<file path="config.mk">
export PLATFORM = sky130hd
export DESIGN_NAME = ej32_fetch_flat
export DESIGN_NICKNAME = d
export VERILOG_FILES = /design/src/rtl/ej32_fetch_if.sv /design/src/rtl/ej32_fetch.sv /design/src/flat_wrapper.sv
export SDC_FILE = /design/constraint.sdc
export NUM_CORES = 1
export LEC_CHECK = 0
export CAP_MARGIN = 20
export CORE_AREA = 2 2 172 242
export DETAILED_ROUTE_END_ITERATION = 10
export DIE_AREA = 0 0 174 244
export PLACE_DENSITY = 0.53
export REMOVE_ABC_BUFFERS = 1
export SKIP_LAST_GASP = 1
export SYNTH_ARGS = -nofsm -noshare
export SYNTH_HDL_FRONTEND = slang
export SYNTH_SLANG_ARGS = --single-unit
</file>
<file path="constraint.sdc">
create_clock -name clk -period 8.6 [get_ports clk]
set_input_delay 2.15 -clock clk [delete_from_list [all_inputs] [get_ports clk]]
set_output_delay 2.15 -clock clk [all_outputs]
set_load 0.01 [all_outputs]
</file>
<file path="src/rtl/ej32_fetch_if.sv">
// Fetch-stage bus bundle: program-memory read port, decoder redirect input,
// and the per-instruction transfer to the decoder.
interface ej32_fetch_if #(
   parameter int unsigned ASZ = 17
);
   logic           mem_en;
   logic [ASZ-1:0] mem_a;
   logic [7:0]     mem_d;
   logic           br_en;
   logic [ASZ-1:0] br_a;
   logic           dec_valid;
   logic           dec_ready;
   logic [7:0]     dec_op;
   logic [31:0]    dec_arg;
   logic [2:0]     dec_len;
   logic [ASZ-1:0] dec_pc;
   logic           dec_err;

   // Fetch-stage view
   modport master (
      output mem_en, mem_a,
      input  mem_d,
      input  br_en, br_a,
      output dec_valid,
      input  dec_ready,
      output dec_op, dec_arg, dec_len, dec_pc, dec_err
   );

   // Memory / decoder view
   modport slave (
      input  mem_en, mem_a,
      output mem_d,
      output br_en, br_a,
      input  dec_valid,
      output dec_ready,
      input  dec_op, dec_arg, dec_len, dec_pc, dec_err
   );
endinterface

</file>
<file path="src/rtl/ej32_fetch.sv">
// eJ32 bytecode fetch / pre-decode: byte queue fed one byte per cycle from
// program memory, whole instructions (opcode + big-endian operands) handed
// to the decoder in one transfer, flushed and restarted on branch redirect.
module ej32_fetch #(
   parameter int unsigned    ASZ    = 17,
   parameter int unsigned    QD     = 8,
   parameter logic [ASZ-1:0] RST_PC = '0
) (
   input logic          clk,
   input logic          rst,
   ej32_fetch_if.master bus
);
   localparam int unsigned IW = $clog2(QD);
   localparam int unsigned CW = $clog2(QD + 1);

   typedef enum logic [1:0] {BOOT, RUN, HALT} state_t;

   state_t         state, state_nx;
   logic [7:0]     q_d [QD];
   logic [ASZ-1:0] q_a [QD];
   logic [IW-1:0]  head, tail;
   logic [CW-1:0]  count;
   logic [CW-1:0]  pop_n;
   logic [ASZ-1:0] ptr;
   logic           rd;
   logic [ASZ-1:0] rd_a;
   logic           push, pop;
   logic [2:0]     len;
   logic           err;
   logic [7:0]     b1, b2, b3, b4;

   // Queue index advanced by k entries, wrapping at QD (k never exceeds QD)
   function automatic logic [IW-1:0] wrap(input logic [IW-1:0] base, input int unsigned k);
      int unsigned s;
      s = 32'(base) + k;
      if (s >= QD) s = s - QD;
      return IW'(s);
   endfunction

   // Operand byte count for each opcode
   function automatic logic [2:0] op_len(input logic [7:0] op);
      logic [2:0] l;
      l = 3'd0;
      case (op) inside
         8'h10, 8'h12, [8'h15:8'h19], [8'h36:8'h3a], 8'ha9, 8'hbc:
            l = 3'd1;
         8'h11, 8'h13, 8'h14, 8'h84, [8'h99:8'ha8], [8'hb2:8'hb8],
         8'hbb, 8'hbd, 8'hc0, 8'hc1, 8'hc6, 8'hc7, 8'hca:
            l = 3'd2;
         8'hc5:
            l = 3'd3;
         8'hb9, 8'hba, 8'hc8, 8'hc9, 8'hdb:
            l = 3'd4;
         default:
            l = 3'd0;
      endcase
      return l;
   endfunction

   // tableswitch, lookupswitch, wide and op_err cannot be framed here
   function automatic logic op_bad(input logic [7:0] op);
      return (op == 8'haa) || (op == 8'hab) || (op == 8'hc4) || (op == 8'hff);
   endfunction

   assign len  = op_len(q_d[head]);
   assign err  = op_bad(q_d[head]);
   assign b1   = q_d[wrap(head, 1)];
   assign b2   = q_d[wrap(head, 2)];
   assign b3   = q_d[wrap(head, 3)];
   assign b4   = q_d[wrap(head, 4)];
   assign pop  = bus.dec_valid && bus.dec_ready;
   assign push = rd && !bus.br_en;
   assign pop_n = pop ? (CW'(len) + CW'(1)) : '0;

   assign bus.mem_a   = ptr;
   assign bus.dec_op  = q_d[head];
   assign bus.dec_pc  = q_a[head];
   assign bus.dec_len = len;
   assign bus.dec_err = err;

   // Right-justified big-endian operand assembly
   always_comb begin : arg_build
      bus.dec_arg = '0;
      case (len)
         3'd1:    bus.dec_arg = {24'd0, b1};
         3'd2:    bus.dec_arg = {16'd0, b1, b2};
         3'd3:    bus.dec_arg = {8'd0, b1, b2, b3};
         3'd4:    bus.dec_arg = {b1, b2, b3, b4};
         default: bus.dec_arg = '0;
      endcase
   end

   // FSM state register
   always_ff @(posedge clk or posedge rst) begin : fsm_reg
      if (rst) state <= BOOT;
      else     state <= state_nx;
   end

   // Next state, fetch strobe and presentation; redirect overrides everything
   always_comb begin : fsm_comb
      state_nx      = state;
      bus.mem_en    = 1'b0;
      bus.dec_valid = 1'b0;
      case (state)
         BOOT: state_nx = RUN;
         RUN: begin
            bus.mem_en    = (32'(count) + 32'(rd)) < QD;
            bus.dec_valid = 32'(count) >= (32'(len) + 32'd1);
            if (bus.dec_valid && bus.dec_ready && err) state_nx = HALT;
         end
         HALT: state_nx = HALT;
         default: state_nx = BOOT;
      endcase
      if (bus.br_en) begin
         bus.mem_en    = 1'b0;
         bus.dec_valid = 1'b0;
         state_nx      = RUN;
      end
   end

   // Fetch pointer, read-in-flight tracking and byte queue
   always_ff @(posedge clk or posedge rst) begin : queue_reg
      if (rst) begin
         head  <= '0;
         tail  <= '0;
         count <= '0;
         ptr   <= RST_PC;
         rd    <= 1'b0;
         rd_a  <= RST_PC;
         for (int unsigned i = 0; i < QD; i++) begin
            q_d[IW'(i)] <= '0;
            q_a[IW'(i)] <= RST_PC;
         end
      end else begin
         rd   <= bus.mem_en;
         rd_a <= ptr;
         if (bus.br_en) begin
            // the byte returning this cycle belongs to the old stream: dropped
            head  <= '0;
            tail  <= '0;
            count <= '0;
            ptr   <= bus.br_a;
         end else begin
            if (bus.mem_en) ptr <= ptr + ASZ'(1);
            if (push) begin
               q_d[tail] <= bus.mem_d;
               q_a[tail] <= rd_a;
               tail      <= wrap(tail, 1);
            end
            if (pop) head <= wrap(head, 32'(len) + 32'd1);
            count <= count + CW'(push) - pop_n;
         end
      end
   end
endmodule

</file>
<file path="src/flat_wrapper.sv">
// flat-port wrapper written by rule: the top's interface ports become plain ports
module ej32_fetch_flat 
#(
   parameter int unsigned    ASZ    = 17,
   parameter int unsigned    QD     = 8,
   parameter logic [ASZ-1:0] RST_PC = '0
)
  (clk, rst, bus_mem_en, bus_mem_a, bus_mem_d, bus_br_en, bus_br_a, bus_dec_valid, bus_dec_ready, bus_dec_op, bus_dec_arg, bus_dec_len, bus_dec_pc, bus_dec_err);
  ej32_fetch_if #(.ASZ(ASZ)) bus_i ();
  input logic clk;
  input logic rst;
  output wire logic [$bits(bus_i.mem_en)-1:0] bus_mem_en;
  output wire logic [$bits(bus_i.mem_a)-1:0] bus_mem_a;
  input wire logic [$bits(bus_i.mem_d)-1:0] bus_mem_d;
  input wire logic [$bits(bus_i.br_en)-1:0] bus_br_en;
  input wire logic [$bits(bus_i.br_a)-1:0] bus_br_a;
  output wire logic [$bits(bus_i.dec_valid)-1:0] bus_dec_valid;
  input wire logic [$bits(bus_i.dec_ready)-1:0] bus_dec_ready;
  output wire logic [$bits(bus_i.dec_op)-1:0] bus_dec_op;
  output wire logic [$bits(bus_i.dec_arg)-1:0] bus_dec_arg;
  output wire logic [$bits(bus_i.dec_len)-1:0] bus_dec_len;
  output wire logic [$bits(bus_i.dec_pc)-1:0] bus_dec_pc;
  output wire logic [$bits(bus_i.dec_err)-1:0] bus_dec_err;
  assign bus_mem_en = bus_i.mem_en;
  assign bus_mem_a = bus_i.mem_a;
  assign bus_i.mem_d = bus_mem_d;
  assign bus_i.br_en = bus_br_en;
  assign bus_i.br_a = bus_br_a;
  assign bus_dec_valid = bus_i.dec_valid;
  assign bus_i.dec_ready = bus_dec_ready;
  assign bus_dec_op = bus_i.dec_op;
  assign bus_dec_arg = bus_i.dec_arg;
  assign bus_dec_len = bus_i.dec_len;
  assign bus_dec_pc = bus_i.dec_pc;
  assign bus_dec_err = bus_i.dec_err;
  ej32_fetch #(.ASZ(ASZ), .QD(QD), .RST_PC(RST_PC)) u_core (.clk(clk), .rst(rst), .bus(bus_i));
endmodule
</file>
==> results.txt, run 1 <==
Buffers on Ports = 108
DR iter-0 viols = 451
First-pass GRT wire length = 58,700 um
Hold Vio Cnt, Final = 0
Worst Path Arrival = 5.49 ns
Cell chain of the critical path = buf_4 > buf_4 > a211oi_1 > a21o_1 > a211oi_1 > a22oi_2 > and2_1 > ha_1 > inv_1 > ha_1 > a21boi_0 > o221ai_1 > a211oi_1 > clkdlybuf4s50_1
Seq cells post-synth = 247
Via density per instance = 5.38
Final Util = 41.4%
Layout cells sized above 1 = 35.2%
Slew Viols, Final = 0
Nets@finish = 1,203
Top post-synthesis cells by count = dfrtp_1 (247), mux2_2 (220), mux4_2 (80), mux2i_1 (64), nand2_1 (55)
Layout area overhead = 18.6%
Worst vdd ir = 151 uV
Deepest clock path buffer count = 3
Outcome = complete, no violations
Cts repair resizes = 0
Top-count cell post-synth = dfrtp_1
Die footprint = 0.0425 mm2
Die Ht = 244 um
Non-Filler Instances = 1,706
Crit path capture type = output pin
Slew headroom = 22.8%
Crit path kind = register to output pin
Max Fclk = 131 MHz
CTS HTree Levels = 1
Switching Share = 37.3%
ANT nets after route = 0
Finish-stage setup viols = 0
Mapped Cells = 1,053
Worst-path clk slew = 0.06 ns
Chip Width = 174 um
Combinational share of power = 46.1%
Global route overflow = 0
Pre-antenna DRT Iters = 4
# IOs = 109
Max incr delay on CP = 1.05 ns
DP HPWL = 24,700 um
Hold_ws = 0.442 ns
# diodes = 0
Largest net degree at the start of global routing = 186
P_sw = 0.00202 W
Starting Density = 34.9%
Largest cells by area after synthesis = dfrtp_1 (44%), mux2_2 (18%), mux4_2 (13%), mux2i_1 (4.6%), ha_1 (1.8%)
Worst slew pin tran = 1.15 ns
Clk pwr share = 22.6%
Critical path's slowest cell = dfrtp_4
Post-route minimum period = 7.64 ns
Gpl congestion = 0.844
Sequential element share of the synthesized area = 44.2%
GRT Resource Usage Total = 17.7%
HP Class = register to register
Post-synth top area share = 44.2%
CTS tree = built
Crit path max fanout = 54
Internal power = 0.00339 W
Leak = 6.81 nW
Area leader, netlist = dfrtp_1
Cell repeated most along the worst path = a211oi_1
Async SR Flop Fraction = 100%
Placed insts = 1,657
Cell Area, Synth = 0.0140 mm2
Inserted Clock Buffers = 27
Row count = 87
Hold Buf Count CTS = 0
CTS sink cnt = 247
Post-Route WL = 36,800 um
Ys Warns = 0
PwrDens = 326 mW/mm2
RSZ-0062 raised after global routing = false
Max_cap viols = 0
Final Skew = 0.0165 ns
Vias = 9,184
EDFF count, synth = 0
Post-CTS Repair Setup Buffers = 0
Synth Flop Type = dfrtp_1
Placeable Area = 0.0401 mm2
CTS root buf = clkbuf_16
Vias in the first global route = 9,894
WL per Instance = 21.5 um
DRC viols = 0
CP startpoint kind = register
Flop pwr share = 31.3%
Final period util = 88.8%
Worst-Skew Late Latency = 0.55 ns
Antenna violations before repair = 0
Mapped Avg Cell Area = 13.3 um2
Required time worst endpoint = 6.45 ns
Distinct cell type count after synthesis = 59
-- area by class of cell --
cell class / count / area (um2)
clock buffers: 36 / 749
multi-input cells: 718 / 7420
repair buffers: 131 / 1260
fillers: 3835 / 23500
inverters: 27 / 114
well taps: 534 / 668
clock inverters: 13 / 183
flip-flops and latches: 247 / 6190
-- per-layer routing --
layer  vias up  share of wire (%)  GRT usage [%]
li1       4154                  -              -
met1      4807                 43           22.4
met2       171                 51           31.4
met3        52                3.4           2.36
met4         0                2.2           5.14
met5         -                  0              0
-- path summary, 6_finish.rpt --
kind | start | to | slack, ns | depth (start not counted)
min in group asynchronous | rst | u_core.q_a[130] | 2.05 | 2
worst min register to register | u_core.bus.mem_a[16] | u_core.rd_a[16] | 0.44 | 0
worst max-delay path | u_core.head[0] | bus_dec_valid | 0.96 | 14
worst min-delay path | u_core.bus.mem_a[16] | u_core.rd_a[16] | 0.44 | 0
worst max register to register | u_core.head[0] | u_core.count[3] | 2.38 | 23
max in group asynchronous | rst | u_core.head[0] | 5.11 | 3
-- metrics by stage --
step	area [um2]	power, W	setup slack, ns	setup TNS, ns
2_1_floorplan	13700	0.00334	-0.897	-103.73
3_3_place_gp	15700	0.00421	1.53	0
3_5_place_dp	15700	0.00423	1.49	0
4_1_cts	16600	0.00548	0.892	0
5_1_grt	16600	0.00574	0.486	0
6_report	16600	0.00541	0.963	0
-- worst max-delay path: cells and delay by family (launching register included) --
| kind | cells | cell delay, ns |
|---|---|---|
| buffers and inverters | 4 | 1.42 |
| flip-flops | 1 | 1.05 |
| AO/OA/AOI/OAI | 7 | 1.57 |
| adder cells (fa/ha/maj) | 2 | 0.58 |
| AND/OR/NAND/NOR | 1 | 0.26 |
-- power groups by stage --
| stage | logic, W | registers (W) | clock network (W) |
|---|---|---|---|
| finish | 0.00249 | 0.00169 | 0.00122 |
| global route | 0.00270 | 0.00174 | 0.00131 |
| CTS | 0.00252 | 0.00170 | 0.00126 |
| detailed placement | 0.00251 | 0.00172 | 0 |
| global placement | 0.00250 | 0.00171 | 0 |
| floorplan | 0.00166 | 0.00168 | 0 |
-- cell families (layout without fill, tap and decap cells) --
logic type | count (synthesis) | count (layout) | synth area share, %
and+or+nand+nor | 188 | 188 | 6.72
buffers and inverters | 88 | 207 | 2.99
muxes | 369 | 369 | 35.9
AOI/OAI and AO/OA | 105 | 105 | 6.00
adders and majority gates | 22 | 22 | 2.08
xor gates and xnor gates | 33 | 33 | 2.07
DFF | 247 | 247 | 44.2
other | 1 | 1 | 0.0268
-- cell usage in the layout (no fill, tap or decap), types with 11 or more instances in the layout --
cell type | Yosys | routed
a21oi_1 | 12 | 12
buf_4 | 2 | 22
clkbuf_16 | 0 | 27
clkdlybuf4s50_1 | 0 | 107
dfrtp_1 | 247 | 244
ha_1 | 20 | 20
inv_1 | 21 | 20
mux2_2 | 220 | 220
mux2i_1 | 64 | 64
mux4_2 | 80 | 80
nand2_1 | 55 | 54
nand2b_1 | 24 | 24
nand3_1 | 15 | 15
nor2_1 | 45 | 44
o21ai_0 | 28 | 28
o221ai_2 | 11 | 11
xnor2_1 | 14 | 13
xor2_1 | 19 | 18
-- flip-flops by register name (all words and copies together), names as in the netlist --
name,cells
u_core.bus.mem_a,17
u_core.q_d,64
u_core.head,3
u_core.state,2
u_core.q_a,136
u_core.rd_a,17
u_core.tail,3
u_core.count,4
u_core.rd,1
(Power assumes the default switching activity.)
==> inputs of run 2 (changes only) <==
CORE_AREA = 2 2 207 291   (was 2 2 172 242)
DIE_AREA = 0 0 209 293   (was 0 0 174 244)
PLACE_DENSITY = 0.4   (was 0.53)
==> results.txt, run 2 (synthesis gave the netlist of run 1 again) <==
Reg area = 0.00619 mm2 (about the same)
Cts repair resizes = 0 (unchanged)
DRC viols = 0 (unchanged)
Most common cell after layout, fill and taps aside = dfrtp_1 (unchanged)
Global route overflow = 0 (unchanged)
CP startpoint kind = register (unchanged)
First-pass GRT wire length = 64,900 um (was 58,700 um)
FF-to-FF setup slack = 2.21 ns (was 2.38 ns)
Critical path's slowest cell = dfrtp_4 (unchanged)
Max Fclk = 130 MHz (was 131 MHz)
Hold path startpoint = u_core.bus.mem_a[14] (was u_core.bus.mem_a[16])
Worst-path clk slew = 0.07 ns (was 0.06 ns)
CTS root buf = clkbuf_16 (unchanged)
DR iter-0 viols = 439 (was 451)
Fill cells = 5,942 (was 3,835)
Leak = 6.82 nW (was 6.81 nW)
Vias = 9,204 (was 9,184)
Hold Vio Cnt, Final = 0 (unchanged)
Deepest clock path buffer count = 3 (unchanged)
Met2 Usage GRT = 24.9% (was 31.4%)
Largest net degree at the start of global routing = 162 (was 186)
Worst slew pin tran = 1.02 ns (was 1.15 ns)
WHS Endpoint = u_core.rd_a[14] (was u_core.rd_a[16])
Crit path max fanout = 65 (was 54)
Post-CTS Repair Setup Buffers = 0 (unchanged)
Max FFs per register = 136 (unchanged)
Layout cells sized above 1 = 35.0% (was 35.2%)
Chip Width = 209 um (was 174 um)
HP Class = register to register (unchanged)
Cell repeated most along the worst path = ha_1 (was a211oi_1)
FF-to-FF Start = u_core.head[0] (unchanged)
WHS Path Cells = 0 (unchanged)
Post-route minimum period = 7.70 ns (was 7.64 ns)
Buffers on Ports = 108 (unchanged)
PwrDens = 327 mW/mm2 (was 326 mW/mm2)
WL per Instance = 22.0 um (was 21.5 um)
Worst Path Arrival = 5.55 ns (was 5.49 ns)
# diodes = 0 (unchanged)
Outcome = complete, no violations (unchanged)
Finish-stage setup viols = 0 (unchanged)
Final setup TNS = 0 ns (unchanged)
Antenna violations before repair = 2 (was 0)
ANT nets after route = 0 (unchanged)
Required time worst endpoint = 6.45 ns (about the same)
Die Ht = 293 um (was 244 um)
Vias in the first global route = 9,804 (was 9,894)
Hold Buf Count CTS = 0 (unchanged)
RSZ-0062 raised after global routing = false (unchanged)
Top Registers = u_core.q_a x136, u_core.q_d x64 (unchanged)
Max incr delay on CP = 1.07 ns (was 1.05 ns)
DP HPWL = 28,900 um (was 24,700 um)
M3 GR Usage = 1.85% (was 2.36%)
Cell chain of the critical path = inv_4 > mux4_2 > mux2i_1 > nand2_1 > o22ai_1 > a22oi_2 > and2_1 > ha_1 > inv_1 > ha_1 > a21boi_0 > o221ai_1 > a211oi_1 > clkdlybuf4s50_1 (was buf_4 > buf_4 > a211oi_1 > a21o_1 > a211oi_1 > a22oi_2 > and2_1 > ha_1 > inv_1 > ha_1 > a21boi_0 > o221ai_1 > a211oi_1 > clkdlybuf4s50_1)
Placeable Area = 0.0585 mm2 (was 0.0401 mm2)
Layout area overhead = 20.8% (was 18.6%)
CTS sink cnt = 247 (unchanged)
Row count = 105 (was 87)
CTS tree = built (unchanged)
Die footprint = 0.0612 mm2 (was 0.0425 mm2)
Final Skew = 0.0327 ns (was 0.0165 ns)
# IOs = 109 (unchanged)
Hold_ws = 0.444 ns (was 0.442 ns)
Most frequent cells in the layout = dfrtp_1 (244), mux2_2 (220), clkdlybuf4s50_1 (107) (unchanged)
Slew Viols, Final = 0 (unchanged)
Gpl congestion = 0.836 (was 0.844)
Pre-antenna DRT Iters = 5 (was 4)
Biggest register = u_core.q_a (unchanged)
Worst flop-to-flop path endpoint = u_core.count[3] (unchanged)
Crit path kind = register to output pin (unchanged)
Worst-Skew Late Latency = 0.58 ns (was 0.55 ns)
Multi-input gate area = 0.00742 mm2 (about the same)
Inserted Clock Buffers = 28 (was 27)
Worst vdd ir = 149 uV (was 151 uV)
Post-Route WL = 42,200 um (was 36,800 um)
Via density per instance = 4.79 (was 5.38)
Starting Density = 23.9% (was 34.9%)
Max_cap viols = 0 (unchanged)
GRT Resource Usage Total = 13.9% (was 17.7%)
Worst r2r path cells = 23 (unchanged)
Gr busiest metal = met2 (unchanged)
Crit path capture type = output pin (unchanged)
Slew headroom = 31.8% (was 22.8%)
Nets@finish = 1,202 (was 1,203)
Final period util = 89.5% (was 88.8%)
CTS HTree Levels = 1 (unchanged)
Met1 Use GR = 17.5% (was 22.4%)
run 2: changes by cell type in the layout (fill, tap and decap cells not counted), sizes merged:
cell	delta
buf	-2
clkbuf	+1
clkinvlp	+1
run 2: per-stage QoR:
step | std cells | setup WS, ns | power [W] | utilization (%) | area, um2
global route | 1921 | 0.448 | 0.00588 | 28.9 | 16900
detailed placement | 1870 | 1.47 | 0.00433 | 27.2 | 15900
CTS | 1921 | 0.821 | 0.00563 | 28.9 | 16900
global placement | 1870 | 1.44 | 0.00433 | 27.2 | 15900
floorplan | 992 | -0.897 | 0.00334 | - | 13700
finish | 1921 | 0.904 | 0.00552 | 28.9 | 16900
run 2: layer usage:
layer / up-vias / part of all wire [%]
met2: 201 / 52
li1: 4142 / -
met1: 4806 / 43
met5: - / 0.024
met4: 2 / 2.1
met3: 53 / 3.6
run 2: how the worst max path moves through the flow:
| stage | start | end | slack, ns | cells after the start |
|---|---|---|---|---|
| 6_report | u_core.head[0] | bus_dec_valid | 0.90 | 14 |
| 5_1_grt | u_core.head[0] | bus_dec_valid | 0.45 | 15 |
| 4_1_cts | u_core.head[0] | bus_dec_valid | 0.82 | 14 |
| 3_5_place_dp | u_core.head[0] | bus_dec_valid | 1.47 | 14 |
| 3_3_place_gp | u_core.head[0] | bus_dec_valid | 1.44 | 14 |
| 2_1_floorplan | u_core.head[0] | bus_dec_arg[6] | -0.90 | 13 |
run 2: final cells by class:
type / instances / share of cell area (%)
Clock buffer: 37 / 4.53
Clock inverter: 14 / 1.23
Inverter: 27 / 0.674
Multi-Input combinational cell: 718 / 44.0
Sequential cell: 247 / 36.7
Tap cell: 749 / 5.55
Timing Repair Buffer: 129 / 7.38
run 2: worst max-delay path: cells and delay by family, from the launching register on:
kind	cells	cell delay (ns)
compound gates	5	0.96
fa+ha+maj	2	0.58
buf+inv	3	0.88
flops	1	1.07
mux	2	0.98
simple gates	2	0.44
run 2: report_power, final:
part	internal, W	switching, W	leakage, nW
Sequential	0.00138	0.000320	3.27
Clock	0.000751	0.000510	0.476
Combinational	0.00127	0.00128	3.07
Total	0.00341	0.00211	6.82
==> inputs of run 3 (changes only) <==
PLACE_DENSITY = 0.47   (was 0.4)
REMOVE_ABC_BUFFERS = unset   (was 1)
==> results.txt, run 3 (synthesis gave the netlist of run 1 again) <==
Worst-path clk slew = 0.06 ns (was 0.07 ns)
Deepest clock path buffer count = 3 (unchanged)
Fill cells = 5,904 (was 5,942)
Worst-Skew Late Latency = 0.56 ns (was 0.58 ns)
Met1 Use GR = 16.3% (was 17.5%)
Pre-antenna DRT Iters = 4 (was 5)
Worst Path Arrival = 5.60 ns (was 5.55 ns)
Chip Width = 209 um (unchanged)
Antenna violations before repair = 0 (was 2)
Worst slew pin tran = 0.953 ns (was 1.02 ns)
CTS HTree Levels = 1 (unchanged)
Hold Vio Cnt, Final = 0 (unchanged)
Die footprint = 0.0612 mm2 (unchanged)
Buffers on Ports = 108 (unchanged)
Layout cells sized above 1 = 35.5% (was 35.0%)
Crit path capture type = output pin (unchanged)
Final Skew = 0.0189 ns (was 0.0327 ns)
Max FFs per register = 136 (unchanged)
Post-Route WL = 40,300 um (was 42,200 um)
Gr busiest metal = met2 (unchanged)
RSZ-0062 raised after global routing = false (unchanged)
CP startpoint kind = register (unchanged)
# IOs = 109 (unchanged)
Layout area overhead = 20.9% (was 20.8%)
Final setup TNS = 0 ns (unchanged)
Inserted Clock Buffers = 28 (unchanged)
GRT Resource Usage Total = 13.2% (was 13.9%)
M3 GR Usage = 1.88% (was 1.85%)
Syn nets = 1,104
Finish-stage setup viols = 0 (unchanged)
WL per Instance = 20.9 um (was 22.0 um)
Outcome = complete, no violations (unchanged)
Vias in the first global route = 9,941 (was 9,804)
Final Util = 28.9% (about the same)
Non-Filler Instances = 1,924 (was 1,921)
Post-route minimum period = 7.75 ns (was 7.70 ns)
Crit path max fanout = 36 (was 65)
Vias = 9,181 (was 9,204)
ANT nets after route = 0 (unchanged)
Required time worst endpoint = 6.45 ns (about the same)
Gpl congestion = 0.883 (was 0.836)
PwrDens = 325 mW/mm2 (was 327 mW/mm2)
First-pass GRT wire length = 62,600 um (was 64,900 um)
Leak = 6.83 nW (was 6.82 nW)
Met2 Usage GRT = 23.8% (was 24.9%)
CTS tree = built (unchanged)
Crit path kind = register to output pin (unchanged)
Slew headroom = 36.4% (was 31.8%)
CTS sink cnt = 247 (unchanged)
Total power = 0.00549 W (was 0.00552 W)
Most frequent cells in the layout = dfrtp_1 (244), mux2_2 (220), clkdlybuf4s50_1 (107) (unchanged)
Most common cell after layout, fill and taps aside = dfrtp_1 (unchanged)
DP HPWL = 27,800 um (was 28,900 um)
Cts repair resizes = 0 (unchanged)
Max Fclk = 129 MHz (was 130 MHz)
Post-CTS Repair Setup Buffers = 0 (unchanged)
Die Ht = 293 um (unchanged)
Nets@finish = 1,204 (was 1,202)
DRC viols = 0 (unchanged)
Global route overflow = 0 (unchanged)
Starting Density = 23.9% (unchanged)
Max_cap viols = 0 (unchanged)
Largest net degree at the start of global routing = 164 (was 162)
Worst vdd ir = 216 uV (was 149 uV)
# diodes = 0 (unchanged)
Slew Viols, Final = 0 (unchanged)
Hold Buf Count CTS = 0 (unchanged)
Top Registers = u_core.q_a x136, u_core.q_d x64 (unchanged)
Via density per instance = 4.77 (was 4.79)
Biggest register = u_core.q_a (unchanged)
Placeable Area = 0.0585 mm2 (unchanged)
Row count = 105 (unchanged)
Placed insts = 1,871 (was 1,870)
HP Class = register to register (unchanged)
Hold_ws = 0.456 ns (was 0.444 ns)
DR iter-0 viols = 312 (was 439)
CTS root buf = clkbuf_16 (unchanged)
Final period util = 90.1% (was 89.5%)
## run 3: cell count changes in the layout (fill, tap and decap cells not counted), sizes merged
| cell | before | now |
|---|---|---|
| clkinv | 8 | 10 |
| clkbuf | 37 | 33 |
| inv | 28 | 27 |
| buf | 22 | 24 |
| clkinvlp | 1 | 5 |
## run 3: routing by layer
metal,wire [um],up-vias
li1,-,4148
met1,17100,4774
met2,20700,202
met3,1420,57
met4,1020,0
met5,0,-
## run 3: final cells by class
type                    count  area, um2  area share (%)
clock buffers              33        759            4.49
clock inverters            19        235            1.39
inverters                  27        110           0.651
multi-input cells         718       7400            43.8
flip-flops and latches    247       6190            36.6
well taps                 749        937            5.54
repair buffers            131       1270            7.54
## run 3: critical path, cell delays in order, from the launching register on
cell	delay, ns
dfrtp_4	0.83
buf_4	0.48
buf_4	0.43
a211oi_1	0.13
a21o_1	0.18
a211oi_1	0.51
a22oi_2	0.09
buf_4	0.23
and2_1	0.21
ha_1	0.33
inv_1	0.08
ha_1	0.26
a21boi_0	0.17
o221ai_1	0.15
a211oi_1	0.32
clkdlybuf4s50_1	0.61
## run 3: path summary, 6_finish.rpt
kind | from | endpoint | slack (ns) | depth (start not counted)
min reg2reg | u_core.bus.mem_a[16] | u_core.rd_a[16] | 0.46 | 0
min in group asynchronous | rst | u_core.q_a[26] | 1.89 | 2
max reg2reg | u_core.head[0] | u_core.count[1] | 2.31 | 23
max in group asynchronous | rst | u_core.head[0] | 5.44 | 3
min | u_core.bus.mem_a[16] | u_core.rd_a[16] | 0.46 | 0
max | u_core.head[0] | bus_dec_valid | 0.85 | 15
## run 3: stage by stage
stage               setup slack [ns]  instance area, um2
finish                         0.851               16900
global route                   0.347               16900
CTS                            0.701               16900
detailed placement              1.31               15900
global placement                1.36               15900
floorplan                       2.66               14000
## run 3: power breakdown
part,switching (W),total (W),internal (W),leakage [nW]
sequential,0.000299,0.00168,0.00138,3.27
clock,0.000512,0.00127,0.000758,0.480
combinational,0.00127,0.00254,0.00127,3.07
